File: src/rtl/pc_gen.sv
// pc_gen: rv32i fetch program counter. It holds the fetch PC, offers it to
// instruction memory through a valid/ready handshake, and picks the next PC
// from trap, resolved redirect, a predicted call or return, or the
// sequential address. A small circular return-address stack (RAS) supplies
// the predicted return targets.
module pc_gen #(
    parameter int                  PC_WIDTH     = 32,
    parameter logic [PC_WIDTH-1:0] RESET_VECTOR = '0,
    parameter int                  RAS_DEPTH    = 4
) (
    input  logic                clk,
    input  logic                rst,
    output logic [PC_WIDTH-1:0] pc,
    output logic [PC_WIDTH-1:0] pc_plus_4,
    output logic                pc_valid,
    input  logic                fetch_ready,
    input  logic                trap_valid,
    input  logic [PC_WIDTH-1:0] trap_vector,
    input  logic                redirect_valid,
    input  logic [PC_WIDTH-1:0] redirect_target,
    input  logic                call_valid,
    input  logic [PC_WIDTH-1:0] call_target,
    input  logic                ret_valid,
    output logic                misalign_err,
    output logic                ras_empty,
    output logic                ras_full
);

    localparam int PW = (RAS_DEPTH > 1) ? $clog2(RAS_DEPTH) : 1;
    localparam int CW = PW + 1;
    localparam logic [CW-1:0] RAS_FULL_CNT = CW'(RAS_DEPTH);

    // Fetch-side state.
    logic [PC_WIDTH-1:0] pc_q, pc_d;
    logic                pc_valid_q;
    logic                misalign_q, misalign_d;

    // RAS state: ptr_q is the next free slot, so the top lives at ptr_q-1.
    // With a circular pointer, a push while full lands on the oldest entry.
    logic [PC_WIDTH-1:0] ras_q [RAS_DEPTH];
    logic [PW-1:0]       ptr_q, ptr_d;
    logic [CW-1:0]       cnt_q, cnt_d;
    logic                empty_q, full_q;

    logic                push_en;
    logic [PW-1:0]       push_idx;
    logic [PW-1:0]       top_idx;
    logic                fire;

    assign pc_plus_4    = pc_q + PC_WIDTH'(4);
    assign pc           = pc_q;
    assign pc_valid     = pc_valid_q;
    assign misalign_err = misalign_q;
    assign ras_empty    = empty_q;
    assign ras_full     = full_q;

    assign fire    = pc_valid_q & fetch_ready;
    assign top_idx = ptr_q - PW'(1);

    // Next-PC selection and RAS push/pop decision, highest priority first.
    always_comb begin
        pc_d       = pc_q;
        ptr_d      = ptr_q;
        cnt_d      = cnt_q;
        misalign_d = 1'b0;
        push_en    = 1'b0;
        push_idx   = ptr_q;
        if (trap_valid) begin
            pc_d = trap_vector & ~PC_WIDTH'(3);
        end else if (redirect_valid) begin
            // A misaligned redirect is rejected: pc holds, only the error pulses.
            if (redirect_target[1:0] == 2'b00) begin
                pc_d = redirect_target;
            end else begin
                misalign_d = 1'b1;
            end
        end else if (fire) begin
            if (ret_valid && (cnt_q != '0)) begin
                pc_d = ras_q[top_idx];
                if (call_valid) begin
                    // Pop then push into the freed slot: pointer and count stay.
                    push_en  = 1'b1;
                    push_idx = top_idx;
                end else begin
                    ptr_d = top_idx;
                    cnt_d = cnt_q - CW'(1);
                end
            end else if (call_valid) begin
                pc_d     = call_target;
                push_en  = 1'b1;
                push_idx = ptr_q;
                ptr_d    = ptr_q + PW'(1);
                if (cnt_q != RAS_FULL_CNT) begin
                    cnt_d = cnt_q + CW'(1);
                end
            end else begin
                pc_d = pc_plus_4;
            end
        end
    end

    // Control registers with synchronous reset.
    always_ff @(posedge clk) begin
        if (rst) begin
            pc_q       <= RESET_VECTOR;
            pc_valid_q <= 1'b0;
            misalign_q <= 1'b0;
            ptr_q      <= '0;
            cnt_q      <= '0;
            empty_q    <= 1'b1;
            full_q     <= 1'b0;
        end else begin
            pc_q       <= pc_d;
            pc_valid_q <= 1'b1;
            misalign_q <= misalign_d;
            ptr_q      <= ptr_d;
            cnt_q      <= cnt_d;
            empty_q    <= (cnt_d == '0);
            full_q     <= (cnt_d == RAS_FULL_CNT);
        end
    end

    // RAS storage; entries need no reset because the count gates every read.
    always_ff @(posedge clk) begin
        if (!rst && push_en) begin
            ras_q[push_idx] <= pc_plus_4;
        end
    end

endmodule

File: config.mk
export PLATFORM = sky130hd
export DESIGN_NAME = pc_gen
export DESIGN_NICKNAME = d
export VERILOG_FILES = /design/src/rtl/pc_gen.sv
export SDC_FILE = /design/constraint.sdc
export NUM_CORES = 1
export LEC_CHECK = 0
export CAP_MARGIN = 20
export CELL_PAD_IN_SITES_DETAIL_PLACEMENT = 1
export CELL_PAD_IN_SITES_GLOBAL_PLACEMENT = 1
export CORE_MARGIN = 4
export CORE_UTILIZATION = 36
export DETAILED_ROUTE_END_ITERATION = 10
export GPL_TIMING_DRIVEN = 1
export HOLD_SLACK_MARGIN = 0.15
export MAX_ROUTING_LAYER = met4
export PLACE_DENSITY = 0.77
export SLEW_MARGIN = 10
export SYNTH_ARGS = -nofsm -noshare
export SYNTH_HDL_FRONTEND = slang
export SYNTH_SLANG_ARGS = --single-unit
File: constraint.sdc
create_clock -name clk -period 12.2 [get_ports clk]
set_clock_uncertainty 0.15 [all_clocks]
set_input_delay 2.44 -clock clk [delete_from_list [all_inputs] [get_ports clk]]
set_output_delay 2.44 -clock clk [all_outputs]
set_load 0.01 [all_outputs]
Yosys cells after proc, flatten, opt, wreduce, memory -nomap -nowiden
Memory sizes are Yosys's and may differ from the RTL's. Index checks and enable logic that the tools add are counted.

Bits in registers: 41. Memory bits (writable): 128. Output and inout port bits: 68. Word-level logic and storage cells: 65. Memories kept: 1.

Add/sub/neg operators: 5. Equal/unequal tests: 5. Muxes and demuxes: 29. Bitwise gates (word level): 3. Reduce and logical (&&, ||, !) cells: 14.

Memory list: ras_q (words 4, width 32, rd ports 1, clocked after memory_dff 0, write ports 1, line 40) `logic [PC_WIDTH-1:0] ras_q [RAS_DEPTH];`.

Operator list (count): $mux 32 (6); $add 32x3->32 const B (1); $mux 3 (7); $mux 2 (8); $mux 1 (8); $reduce_bool 3->1 (2); $reduce_and 5->1 (1); $reduce_and 2->1 (2); $reduce_bool 2->1 (2); $add 3x1->3 const B (1); $eq 3x3->1 const B (1); $logic_not 3->1 (1); $ne 3x2->1 const B (1); $ne 3x3->1 const B (1); $reduce_or 3->1 (1); $sub 3x1->3 const B (1); $add 2x1->2 const B (1); $logic_and 1x1->1 (2); $logic_not 2->1 (1); $ne 2x1->1 const B (1); $ne 2x2->1 const B (1); $not 1->1 (2); $reduce_or 2->1 (1); $sub 2x1->2 const B (1); other kinds (2) (2).

Depth between registers and ports, before layout
Depth after elaboration: 8. Depth in mapped cells: 9. Gate-level depth less buffers: 7.

Worst setup path after synthesis
No wires, ideal clock.

Kind: input -> register. Start point: input call_valid. End point: memory ras_q[0][0] (enable). Library setup time: 468 ps. Arrival: 5785 ps. Required time: 11582 ps. Setup slack: 5797 ps. Cell stages on the path: 5. Path buffers: 3. Path through: buf_2 > buf_1 > buf_1 > nand3_1 > nor3b_1.

Longest elaborated chain between the ends: 7.

Ends and longest elaborated chain: start, declared (line 21) `input logic call_valid,`; $mux 1 (line 80, 88); $mux 1 (line 77) `end else if (fire) begin`; $mux 1 (line 70) `end else if (redirect_valid) begin`; $mux 1 (line 68) `if (trap_valid) begin`; $logic_and 1x1->1 (line 125) `if (!rst && push_en) begin`; $mux 1 (line 125); $mux 1 (not written as such) (line 126) `ras_q[push_idx] <= pc_plus_4;`; end, declared (line 40).

Several ways; a longest one is shown, not always the timed one.

Final worst setup path
Start point: register pc_q[2] (netlist: pc[2]). End point: output pc_plus_4[28].

Longest elaborated chain between the ends: 1.

Ends and longest elaborated chain: start, declared (line 34) `logic [PC_WIDTH-1:0] pc_q, pc_d;`; start signal, assigned (line 113) `pc_q <= pc_d;`; $add 32x3->32 (line 50) `assign pc_plus_4 = pc_q + PC_WIDTH'(4);`; end, declared (line 14) `output logic [PC_WIDTH-1:0] pc_plus_4,`.

Every way passes these cells.

==> qor.csv <==
metric,value,unit
clockRootBuffer,clkbuf_16,
grt_pass1_vias,7323,
clock_latency,0.43,ns
fp.dieH,162,µm
p_per_area,121,nW/µm²
ys_ff_latch,169,
timing.final.crit_period,6.52,ns
fillerInstances,2500,
crit_slowest_cell,nor3_1,
grt_pass1_wl,46.3,mm
cts_made_buffers,17,
postCtsResizedCells,0,
finalHoldViolations,0,
max_stage_delay,0.87,ns
die-area,26300,µm²
antenna_found_initial,0,
cts_setup_buffers,0,
syn-cell-area,8560,µm²
grt_max_degree,42,
drtPass1Iterations,5,
hpwl,21.5,mm
p_leak,3.68,nW
antenna_cells,0,
dr_total_vias,7069,
remaining_drc_errors,0,
endpoint_kind,primary output,
ys_types,81,
maxCapViolCount,0,
cts_hold_buf,0,
track_usage,24.3,%
required,9.61,ns
synth_nets,807,
placed_area,10600,µm²
rsz0062_at_grt,no,
worstPathMaxFanout,8,
start_kind,flop,
vdd_drop_max,0.0886,mV
worst_ep_arrival_time,3.93,ns
fmax,153,MHz
drive_gt1_share,13.2,%
timing.final.max_slew_violations,0,
initial_core_util,36.6,%
place.gp.congestion,0.853,
die_w,162,µm
finalCritPeriodShare,53.4,%
min_path_type,reg -> reg,
ant_nets,0,
cts.sinks,169,
relSlewSlack,21.1,%
stdcell_area,11100,µm²
grt_overflow,0,
setup_viol,0,
h-tree-depth,4,
path_clk_slew,0.07,ns
synth.avg_cell_area,12.2,µm²
wirelength,31.4,mm
cts_tree,done,
syn_inst,700,
wl_per_cell,26.4,µm
core-area,23400,µm²
status,"complete, no violations",
io_pins,171,
ys_async_sr_fraction,0,%
setup_tns,0,ns
worst_pin_slew,1.18,ns
synth-seq-area-share,54.5,%
viasPerCell,5.95,
yosys_most_used_dff,edfxtp_1,
synth_edf_count,128,
drt_iter0_drc,629,
io_buffers,168,
syn_to_final_growth,30.1,%
worstSetupPathType,reg -> out,
final_nets,963,
clk_path_buf_depth,2,
floorplan.rows,56,
yosysWarnings,0,
cp_cell_sequence,ha_1 -> nand3_1 -> nor3_1 -> nand4_1 -> xnor2_1 -> clkdlybuf4s50_1,
==> routing by layer <==
metal	routed length (µm)	track usage, %
met1	12400	30.5
met2	15300	39.1
met3	2950	6.65
met4	818	7.11
met5	0	-
==> power by group <==
part / switching, mW / leakage, nW / internal [mW]
Sequential: 0.0209 / 1.52 / 0.630
Combinational: 0.0937 / 1.90 / 0.0898
Clock: 0.234 / 0.260 / 0.281
==> final timing paths <==
path	startpoint	to	slack, ns	cells after the start
worst max-delay path	pc[2]	pc_plus_4[28]	5.68	6
worst min-delay path	flop	ras_q[3][1]	0.41	0
worst max register to register	pc_valid	ras_q[1][19]	8.41	6
worst min register to register	flop	ras_q[3][1]	0.41	0
==> cells in the final DEF, fill, tap and decap left out, drive strengths merged, types with 6 or more instances in the layout <==
| cell | count |
|---|---|
| o21ai | 15 |
| nand2b | 12 |
| nand3b | 6 |
| and4 | 10 |
| or2 | 7 |
| o221ai | 6 |
| nor4 | 6 |
| nand4 | 16 |
| a22oi | 6 |
| clkdlybuf4s50 | 166 |
| a21oi | 35 |
| nor3 | 13 |
| o311ai | 6 |
| nand3 | 21 |
| clkbuf | 18 |
| mux4 | 32 |
| or3 | 17 |
| a31oi | 12 |
| edfxtp | 128 |
| clkinv | 10 |
| xnor2 | 21 |
| buf | 24 |
| o211ai | 16 |
| nand2 | 49 |
| o21a | 8 |
| dfxtp | 41 |
| and3 | 14 |
| mux2i | 9 |
| a221oi | 9 |
| inv | 24 |
| a211oi | 8 |
| nor2 | 28 |
==> per-stage QoR <==
step                cells  hold slack, ns  total power [mW]  util [%]  setup WS [ns]
CTS                  1187           0.421              1.36      47.6           5.81
global route         1188           0.437              1.40      47.6           5.58
finish               1188           0.409              1.35      47.6           5.68
detailed placement   1155           0.405             0.845      45.2           5.71
floorplan             700           0.368             0.736         -           5.80
global placement     1155           0.393             0.841      45.2           5.75
==> logic make-up after synthesis <==
| family | Yosys count | share of synthesized area (%) |
|---|---|---|
| simple gates | 220 | 15.1 |
| flops | 169 | 54.5 |
| compound gates | 164 | 13.7 |
| buf+inv | 77 | 4.03 |
| mux | 42 | 9.60 |
| xor+xnor | 24 | 2.46 |
| fa+ha+maj | 4 | 0.585 |
==> state kept, by name, indices dropped and copies added (netlist names), named ones only <==
| register | cells |
|---|---|
| ras_q | 128 |
| pc | 30 |
| cnt_q | 3 |
| ptr_q | 2 |
| misalign_err | 1 |
| pc_valid | 1 |
| ras_empty | 1 |
| ras_full | 1 |
==> cells in the mapped netlist, types with 14 or more instances <==
cell type	count	area, µm²
clkbuf_1	26	97.6
dfxtp_1	41	821
nand4_1	15	93.8
edfxtp_1	128	3840
nand3_1	18	90.1
xnor2_1	21	184
mux4_2	32	721
a21oi_1	34	170
o21ai_0	14	70.1
or3_1	16	100
o211ai_1	16	120
nor2_1	27	101
nand2_1	48	180
inv_1	22	82.6
==> worst max-delay path: cells and delay by family (launching register included) <==
family	cells	cell delay, ns
xor+xnor	1	0.49
fa+ha+maj	1	0.30
buf+inv	1	0.64
flops	1	0.59
simple gates	3	1.48
==> final cells by class <==
class / instances / area (µm²) / share of cell area, %
sequential: 169 / 4670 / 41.9
clock inverter: 14 / 125 / 1.12
tap: 319 / 399 / 3.58
timing repair buffer: 190 / 1840 / 16.5
multi-input combinational: 454 / 3590 / 32.2
clock buffer: 18 / 429 / 3.85
inverter: 24 / 90.1 / 0.809
No activity file was read; power rests on OpenSTA's default activity.
